`config.mk`:
```
export PLATFORM = sky130hd
export DESIGN_NAME = mix_dispense_ctrl_flat
export DESIGN_NICKNAME = d
export VERILOG_FILES = /design/src/rtl/mix_dispense_if.sv /design/src/rtl/mix_dispense_ctrl.sv /design/src/flat_wrapper.sv
export SDC_FILE = /design/constraint.sdc
export NUM_CORES = 1
export LEC_CHECK = 0
export BUFFER_PORTS_ARGS = -buffer_cell sky130_fd_sc_hd__clkbuf_2
export CORE_ASPECT_RATIO = 0.9
export CORE_MARGIN = 1.5
export CORE_UTILIZATION = 52
export CTS_CLUSTER_DIAMETER = 60
export DETAILED_ROUTE_END_ITERATION = 16
export GPL_ROUTABILITY_DRIVEN = 0
export MAX_ROUTING_LAYER = met4
export PLACE_DENSITY = 0.76
export SLEW_MARGIN = 20
export SYNTH_ARGS = -nofsm -noshare
export SYNTH_HDL_FRONTEND = slang
export SYNTH_SLANG_ARGS = --single-unit
```
`constraint.sdc`:
```
create_clock -name clk -period 2.15 [get_ports clk]
set_input_delay 0.43 -clock clk [delete_from_list [all_inputs] [get_ports clk]]
set_output_delay 0.43 -clock clk [all_outputs]
set_load 0.01 [all_outputs]
```
`src/rtl/mix_dispense_if.sv`:
```
`default_nettype none
// ============================================================================
// Module      : mix_dispense_if
// Description : Control/status bundle between a dispense requester and the
//               mix_dispense_ctrl inlet sequencer.
//               master : drives start/abort/volumes, observes valves/status
//               slave  : the sequencer side
//   start, abort            request / cancel a dispense run
//   vol_soln1..3 [CNT_W]    pump steps per solution
//   valve_soln1..3, flush   valve drive outputs
//   pump_step               one pump step per asserted cycle
//   active_ch [2]           channel being served (0 = none)
//   busy, done              run in progress / completion pulse
// Revision    : 1.0 - initial release
// ============================================================================
interface mix_dispense_if #(
    parameter int CNT_W = 8
);
    logic             start;
    logic             abort;
    logic [CNT_W-1:0] vol_soln1;
    logic [CNT_W-1:0] vol_soln2;
    logic [CNT_W-1:0] vol_soln3;
    logic             valve_soln1;
    logic             valve_soln2;
    logic             valve_soln3;
    logic             valve_flush;
    logic             pump_step;
    logic [1:0]       active_ch;
    logic             busy;
    logic             done;

    modport master (
        output start, abort, vol_soln1, vol_soln2, vol_soln3,
        input  valve_soln1, valve_soln2, valve_soln3, valve_flush,
        input  pump_step, active_ch, busy, done
    );

    modport slave (
        input  start, abort, vol_soln1, vol_soln2, vol_soln3,
        output valve_soln1, valve_soln2, valve_soln3, valve_flush,
        output pump_step, active_ch, busy, done
    );
endinterface
`default_nettype wire

```
`src/rtl/mix_dispense_ctrl.sv`:
```
`default_nettype none
// ============================================================================
// Module      : mix_dispense_ctrl
// Description : Inlet sequencer for a three-solution passive mixer. Captures
//               per-solution pump-step volumes on start, then serves each
//               nonzero channel in index order: valve settle, pump, valve
//               close. Optionally flushes the outlet, then pulses done.
//               Compile-time option: MIX_DISPENSE_FLUSH_EN enables the flush
//               phase (otherwise valve_flush is tied low).
// Ports       : clk  - system clock
//               rst  - synchronous active-high reset
//               bus  - mix_dispense_if.slave (start/abort/volumes in,
//                      valves/pump/active_ch/busy/done out, all registered)
// Revision    : 1.0 - initial release
// ============================================================================
module mix_dispense_ctrl #(
    parameter int CNT_W         = 8,
    parameter int SETTLE_CYCLES = 4,
    parameter int FLUSH_CYCLES  = 16
) (
    input  wire logic         clk,
    input  wire logic         rst,
    mix_dispense_if.slave     bus
);

    // Phase timer counts down from N-1 to 0; sized for the longer phase.
    localparam int TMR_MAX = (SETTLE_CYCLES > FLUSH_CYCLES) ? SETTLE_CYCLES : FLUSH_CYCLES;
    localparam int TMR_W   = ($clog2(TMR_MAX) < 1) ? 1 : $clog2(TMR_MAX);
    localparam logic [TMR_W-1:0] C_SETTLE_LOAD = TMR_W'(SETTLE_CYCLES - 1);
`ifdef MIX_DISPENSE_FLUSH_EN
    localparam logic [TMR_W-1:0] C_FLUSH_LOAD  = TMR_W'(FLUSH_CYCLES - 1);
`endif

    typedef enum logic [2:0] {
        S_IDLE   = 3'd0,
        S_SETTLE = 3'd1,
        S_PUMP   = 3'd2,
        S_CLOSE  = 3'd3,
        S_DONE   = 3'd4
`ifdef MIX_DISPENSE_FLUSH_EN
        ,
        S_FLUSH  = 3'd5
`endif
    } state_t;

    state_t           r_state, w_state_n;
    logic [1:0]       r_ch, w_ch_n;
    logic [TMR_W-1:0] r_tmr, w_tmr_n;
    logic [CNT_W-1:0] r_cnt, w_cnt_n;
    logic [CNT_W-1:0] r_vol1, r_vol2, r_vol3;
    logic [CNT_W-1:0] w_sel_vol;
    logic [1:0]       w_first_ch, w_after_ch;
    logic             w_cap;
    logic             w_valve1, w_valve2, w_valve3, w_pump, w_busy, w_done;
    logic [1:0]       w_active;

    // Lowest-index nonzero channel strictly above cur (0 if none).
    function automatic logic [1:0] f_next_ch(input logic [1:0] cur,
                                             input logic nz1, input logic nz2,
                                             input logic nz3);
        logic [1:0] res;
        res = 2'd0;
        if (cur < 2'd3 && nz3) res = 2'd3;
        if (cur < 2'd2 && nz2) res = 2'd2;
        if (cur < 2'd1 && nz1) res = 2'd1;
        return res;
    endfunction

    assign w_first_ch = f_next_ch(2'd0, |bus.vol_soln1, |bus.vol_soln2, |bus.vol_soln3);
    assign w_after_ch = f_next_ch(r_ch, |r_vol1, |r_vol2, |r_vol3);
    assign w_sel_vol  = (r_ch == 2'd1) ? r_vol1 : (r_ch == 2'd2) ? r_vol2 : r_vol3;

    // Next-state logic
    always_comb begin
        w_state_n = r_state;
        w_ch_n    = r_ch;
        w_tmr_n   = r_tmr;
        w_cnt_n   = r_cnt;
        w_cap     = 1'b0;
        case (r_state)
            S_IDLE: begin
                if (bus.start && !bus.abort) begin
                    w_cap  = 1'b1;
                    w_ch_n = w_first_ch;
                    if (w_first_ch != 2'd0) begin
                        w_state_n = S_SETTLE;
                        w_tmr_n   = C_SETTLE_LOAD;
                    end else begin
                        w_state_n = S_DONE;
                    end
                end
            end
            S_SETTLE: begin
                if (r_tmr == '0) begin
                    w_state_n = S_PUMP;
                    // Selected channel is nonzero, so vol-1 cannot underflow.
                    w_cnt_n   = w_sel_vol - CNT_W'(1);
                end else begin
                    w_tmr_n = r_tmr - TMR_W'(1);
                end
            end
            S_PUMP: begin
                if (r_cnt == '0) begin
                    w_state_n = S_CLOSE;
                    w_tmr_n   = C_SETTLE_LOAD;
                end else begin
                    w_cnt_n = r_cnt - CNT_W'(1);
                end
            end
            S_CLOSE: begin
                if (r_tmr == '0) begin
                    if (w_after_ch != 2'd0) begin
                        w_state_n = S_SETTLE;
                        w_ch_n    = w_after_ch;
                        w_tmr_n   = C_SETTLE_LOAD;
                    end else begin
                        w_ch_n = 2'd0;
`ifdef MIX_DISPENSE_FLUSH_EN
                        w_state_n = S_FLUSH;
                        w_tmr_n   = C_FLUSH_LOAD;
`else
                        w_state_n = S_DONE;
`endif
                    end
                end else begin
                    w_tmr_n = r_tmr - TMR_W'(1);
                end
            end
`ifdef MIX_DISPENSE_FLUSH_EN
            S_FLUSH: begin
                if (r_tmr == '0) begin
                    w_state_n = S_DONE;
                end else begin
                    w_tmr_n = r_tmr - TMR_W'(1);
                end
            end
`endif
            S_DONE:  w_state_n = S_IDLE;
            default: w_state_n = S_IDLE;
        endcase

        // Abort cancels any run without a done pulse.
        if (bus.abort && r_state != S_IDLE) begin
            w_state_n = S_IDLE;
            w_ch_n    = 2'd0;
        end
    end

    // Outputs are decoded from the next state and registered, so they line
    // up with the state they describe and have no input-to-output path.
    always_comb begin
        w_valve1 = 1'b0;
        w_valve2 = 1'b0;
        w_valve3 = 1'b0;
        w_active = 2'd0;
        w_busy   = 1'b0;
        w_pump   = (w_state_n == S_PUMP);
        w_done   = (w_state_n == S_DONE);
        if (w_state_n == S_SETTLE || w_state_n == S_PUMP) begin
            w_valve1 = (w_ch_n == 2'd1);
            w_valve2 = (w_ch_n == 2'd2);
            w_valve3 = (w_ch_n == 2'd3);
        end
        if (w_state_n == S_SETTLE || w_state_n == S_PUMP || w_state_n == S_CLOSE) begin
            w_active = w_ch_n;
            w_busy   = 1'b1;
        end
`ifdef MIX_DISPENSE_FLUSH_EN
        if (w_state_n == S_FLUSH) begin
            w_pump = 1'b1;
            w_busy = 1'b1;
        end
`endif
    end

    always_ff @(posedge clk) begin
        if (rst) begin
            r_state         <= S_IDLE;
            r_ch            <= 2'd0;
            r_tmr           <= '0;
            r_cnt           <= '0;
            r_vol1          <= '0;
            r_vol2          <= '0;
            r_vol3          <= '0;
            bus.valve_soln1 <= 1'b0;
            bus.valve_soln2 <= 1'b0;
            bus.valve_soln3 <= 1'b0;
            bus.pump_step   <= 1'b0;
            bus.active_ch   <= 2'd0;
            bus.busy        <= 1'b0;
            bus.done        <= 1'b0;
        end else begin
            r_state         <= w_state_n;
            r_ch            <= w_ch_n;
            r_tmr           <= w_tmr_n;
            r_cnt           <= w_cnt_n;
            if (w_cap) begin
                r_vol1 <= bus.vol_soln1;
                r_vol2 <= bus.vol_soln2;
                r_vol3 <= bus.vol_soln3;
            end
            bus.valve_soln1 <= w_valve1;
            bus.valve_soln2 <= w_valve2;
            bus.valve_soln3 <= w_valve3;
            bus.pump_step   <= w_pump;
            bus.active_ch   <= w_active;
            bus.busy        <= w_busy;
            bus.done        <= w_done;
        end
    end

`ifdef MIX_DISPENSE_FLUSH_EN
    always_ff @(posedge clk) begin
        if (rst) begin
            bus.valve_flush <= 1'b0;
        end else begin
            bus.valve_flush <= (w_state_n == S_FLUSH);
        end
    end
`else
    assign bus.valve_flush = 1'b0;
`endif

endmodule
`default_nettype wire
```
`src/flat_wrapper.sv`:
```
// flat-port wrapper written by rule: the top's interface ports become plain ports
module mix_dispense_ctrl_flat 
#(
    parameter int CNT_W         = 8,
    parameter int SETTLE_CYCLES = 4,
    parameter int FLUSH_CYCLES  = 16
)
  (clk, rst, bus_start, bus_abort, bus_vol_soln1, bus_vol_soln2, bus_vol_soln3, bus_valve_soln1, bus_valve_soln2, bus_valve_soln3, bus_valve_flush, bus_pump_step, bus_active_ch, bus_busy, bus_done);
  mix_dispense_if #(.CNT_W(CNT_W)) bus_i ();
  input  wire logic clk;
  input  wire logic rst;
  input wire logic [$bits(bus_i.start)-1:0] bus_start;
  input wire logic [$bits(bus_i.abort)-1:0] bus_abort;
  input wire logic [$bits(bus_i.vol_soln1)-1:0] bus_vol_soln1;
  input wire logic [$bits(bus_i.vol_soln2)-1:0] bus_vol_soln2;
  input wire logic [$bits(bus_i.vol_soln3)-1:0] bus_vol_soln3;
  output wire logic [$bits(bus_i.valve_soln1)-1:0] bus_valve_soln1;
  output wire logic [$bits(bus_i.valve_soln2)-1:0] bus_valve_soln2;
  output wire logic [$bits(bus_i.valve_soln3)-1:0] bus_valve_soln3;
  output wire logic [$bits(bus_i.valve_flush)-1:0] bus_valve_flush;
  output wire logic [$bits(bus_i.pump_step)-1:0] bus_pump_step;
  output wire logic [$bits(bus_i.active_ch)-1:0] bus_active_ch;
  output wire logic [$bits(bus_i.busy)-1:0] bus_busy;
  output wire logic [$bits(bus_i.done)-1:0] bus_done;
  assign bus_i.start = bus_start;
  assign bus_i.abort = bus_abort;
  assign bus_i.vol_soln1 = bus_vol_soln1;
  assign bus_i.vol_soln2 = bus_vol_soln2;
  assign bus_i.vol_soln3 = bus_vol_soln3;
  assign bus_valve_soln1 = bus_i.valve_soln1;
  assign bus_valve_soln2 = bus_i.valve_soln2;
  assign bus_valve_soln3 = bus_i.valve_soln3;
  assign bus_valve_flush = bus_i.valve_flush;
  assign bus_pump_step = bus_i.pump_step;
  assign bus_active_ch = bus_i.active_ch;
  assign bus_busy = bus_i.busy;
  assign bus_done = bus_i.done;
  mix_dispense_ctrl #(.CNT_W(CNT_W), .SETTLE_CYCLES(SETTLE_CYCLES), .FLUSH_CYCLES(FLUSH_CYCLES)) u_core (.clk(clk), .rst(rst), .bus(bus_i));
endmodule
```
==> results.md <==
- Outcome: completed
- Largest net degree at the start of global routing: 40
- Hold_buf cts: 0
- IO Count: 37
- Setup crit end kind: flip-flop
- Die Wd: 78.5 um
- Vert. Die Dim: 70.9 um
- Initial core utilization: 54.4%
- Max Cap Viol: 0
- Clock-pin slew on the worst setup and hold paths: 0.09 ns
- Syn. warnings: 0
- P&R area growth vs syn: 32.1%
- Yosys top cell area share: 36.8%
- Commonest non-fill, non-tap cell in the layout: nand2_1
- Ant. Diodes: 0
- Post-synth EDFFs: 0
- Layout cells sized above 1: 35.4%
- Mux contribution to synthesized area: 1.13%
- Final TNS setup: 0 ns
- Layout Utilization: 71.9%
- Min-Delay Path Class: input pin to flip-flop
- DR vias: 2,834
- Post-Syn Area: 2670 sq um
- Core box area: 4890 sq um
- CTS tree: done
- Asr flop ratio synth: 0%
- Worst hold margin: 0.351 ns
- Critical Path RT: 2.38 ns
- Iter 0 DRT Violations: 220
- Root Driver: clkbuf_8
- Clk sinks: 49
- Total grt overflow: 0
- Post-synthesis xor/xnor area fraction: 1.31%
- Fmax: 468 MHz
- Site Rows: 24
- Synth area leader: dfxtp_1
- Mean cell area of the mapped netlist: 8.05 sq um
- Clock skew: 0.00442 ns
- Antenna violations before repair: 0
- Reg-to-reg startpoint: u_core.r_tmr[0]
- Worst hold path cell count: 3
- Final Max Slew Viols: 0
- CTS Buf Count: 5
- Yosys reg bits: 49
- Reg-to-reg endpoint: u_core.r_tmr[3]
- Syn Nets: 362
- Die area: 5560 sq um
- Vias/cell: 5.97
- Post-route setup slack: 0.0128 ns
- Flop2flop setup slack: 0.01 ns
- DRC: 0
- Worst-case clock buffer depth: 2
- WP data arrival: 2.37 ns
- I/O Buffers: 35
- First-pass GRT wire length: 12,200 um
- Final Hold Violating Endpoints: 0
- Area after DPL: 3220 sq um
- R2R cell count: 9
- Hold path startpoint: bus_vol_soln1[3]
- Min Tclk post-route: 2.14 ns
- Design area: 3520 sq um
- Most frequent cells in the layout: nand2_1, buf_4, dfxtp_1, a21oi_1, clkbuf_2
- Synth area leaders: dfxtp_1, nand2_1, a21oi_1
- Unrepaired setup endpoints after global routing: true
- Pre-CTS setup slack: -0.180 ns
- Overall routing resource usage: 28.4%
- Drt wl/cell: 16.2 um
- Nets: 440
- Top FF cell, synth: dfxtp_1
- Syn Inst Count: 331
- Critical path class: flip-flop to flip-flop
- Post-synthesis sequential area ratio: 36.8%
- Vias in the first global route: 2,588
- PD cells: 723 nW/um^2
- Antenna-violating nets left: 0
- Worst-skew pair later-pin latency: 0.30 ns
- Total wire length: 7700 um
- Final setup viols: 0
- Critical Path Fanout Max: 5
- Simple-Gate Fraction of Synth Area: 30.7%
- Synth Area in Compound Gates: 24.2%
- DR pass1 iterations: 5
- Post-synthesis cell type count: 61
- Nature of the critical path startpoint: flip-flop
- Adder-cell share of the synthesized area: 1.41%
- Detail Placement HPWL: 5310 um
- Leakage: 0.00138 uW
- Main combinational cell family by area after synthesis: simple AND/OR/NAND/NOR gates
- Worst hold endpoint: u_core.r_vol1[3]
- Max VDD drop: 0.421 mV
- H-tree Lvls: 2
- Tcrit/Tclk final: 99.4%
-- per-stage QoR --
step	total power [uW]	instances
floorplan	1510	331
global placement	1750	463
detailed placement	1770	463
CTS	2470	471
global route	2670	475
finish	2540	475
-- power breakdown --
part	internal (uW)	leakage [uW]	switching, uW
Combinational	380	0.000923	433
Clock	380	0.0000585	311
Sequential	974	0.000401	66.1
-- cells in the mapped netlist (4+ instances only) --
library cell / n
and3_1: 5
inv_1: 8
a211oi_1: 8
nand2b_1: 4
nand3_1: 6
o221ai_1: 6
a21oi_1: 36
nor2_1: 26
o21ai_0: 11
nand2_1: 61
nor4_1: 6
nor2b_1: 4
or3b_2: 4
a31oi_1: 4
dfxtp_1: 49
clkbuf_1: 12
nor3_1: 11
-- worst max-delay path by stage --
stage,cells past startpoint,end,start
floorplan,9,u_core.r_cnt[6],u_core.r_tmr[0]
global placement,7,u_core.r_tmr[3],bus_vol_soln2[0]
detailed placement,7,u_core.r_tmr[3],bus_vol_soln2[0]
CTS,7,u_core.r_cnt[4],u_core.r_ch[1]
global route,9,u_core.r_tmr[3],u_core.r_tmr[0]
finish,9,u_core.r_tmr[3],u_core.r_tmr[0]
-- logic make-up (layout without fill, tap and decap cells) --
family,Yosys count,in the layout
and+or+nand+nor,153,153
AOI/OAI and AO/OA,92,92
DFF,49,49
buffers and inverters,26,105
xor gates and xnor gates,4,4
adders and majority gates,3,3
muxes,3,3
other,1,1
-- critical path, cell delays in order (launching register included) --
cell	delay [ns]
dfxtp_2	0.33
inv_2	0.07
ha_4	0.12
or3b_4	0.40
buf_4	0.16
nor2_2	0.13
nor4b_4	0.28
a211oi_2	0.10
a2111o_1	0.39
o21ai_1	0.09
-- state kept, by name, indices dropped and copies added (netlist names), 2 cells and up --
signal / flops
u_core.r_vol3: 8
u_core.r_tmr: 4
u_core.r_vol2: 8
u_core.r_cnt: 8
u_core.r_state: 3
u_core.r_vol1: 8
u_core.r_ch: 2
u_core.bus.active_ch: 2
-- timing repair --
action,in CTS,in global routing
pin swaps,0,10
hold endpoints to repair,0,0
setup endpoints to repair,7,12
resized for setup,9,28
setup buffers,0,4
-- metal layers --
layer / part of all wire, % / track usage [%]
met5: 0 / -
met4: 1.6 / 10.3
met3: 6.8 / 5.55
met2: 47 / 42.4
met1: 44 / 38.3
-- layout make-up --
class,count,area [sq um]
Multi-Input combinational cell,256,1720
Tap cell,65,81.3
Clock inverter,1,30.0
Inverter,8,30.0
Fill cell,393,1370
Timing Repair Buffer,89,581
Sequential cell,49,988
Clock buffer,7,86.3
Power figures use the tool's default switching activity.
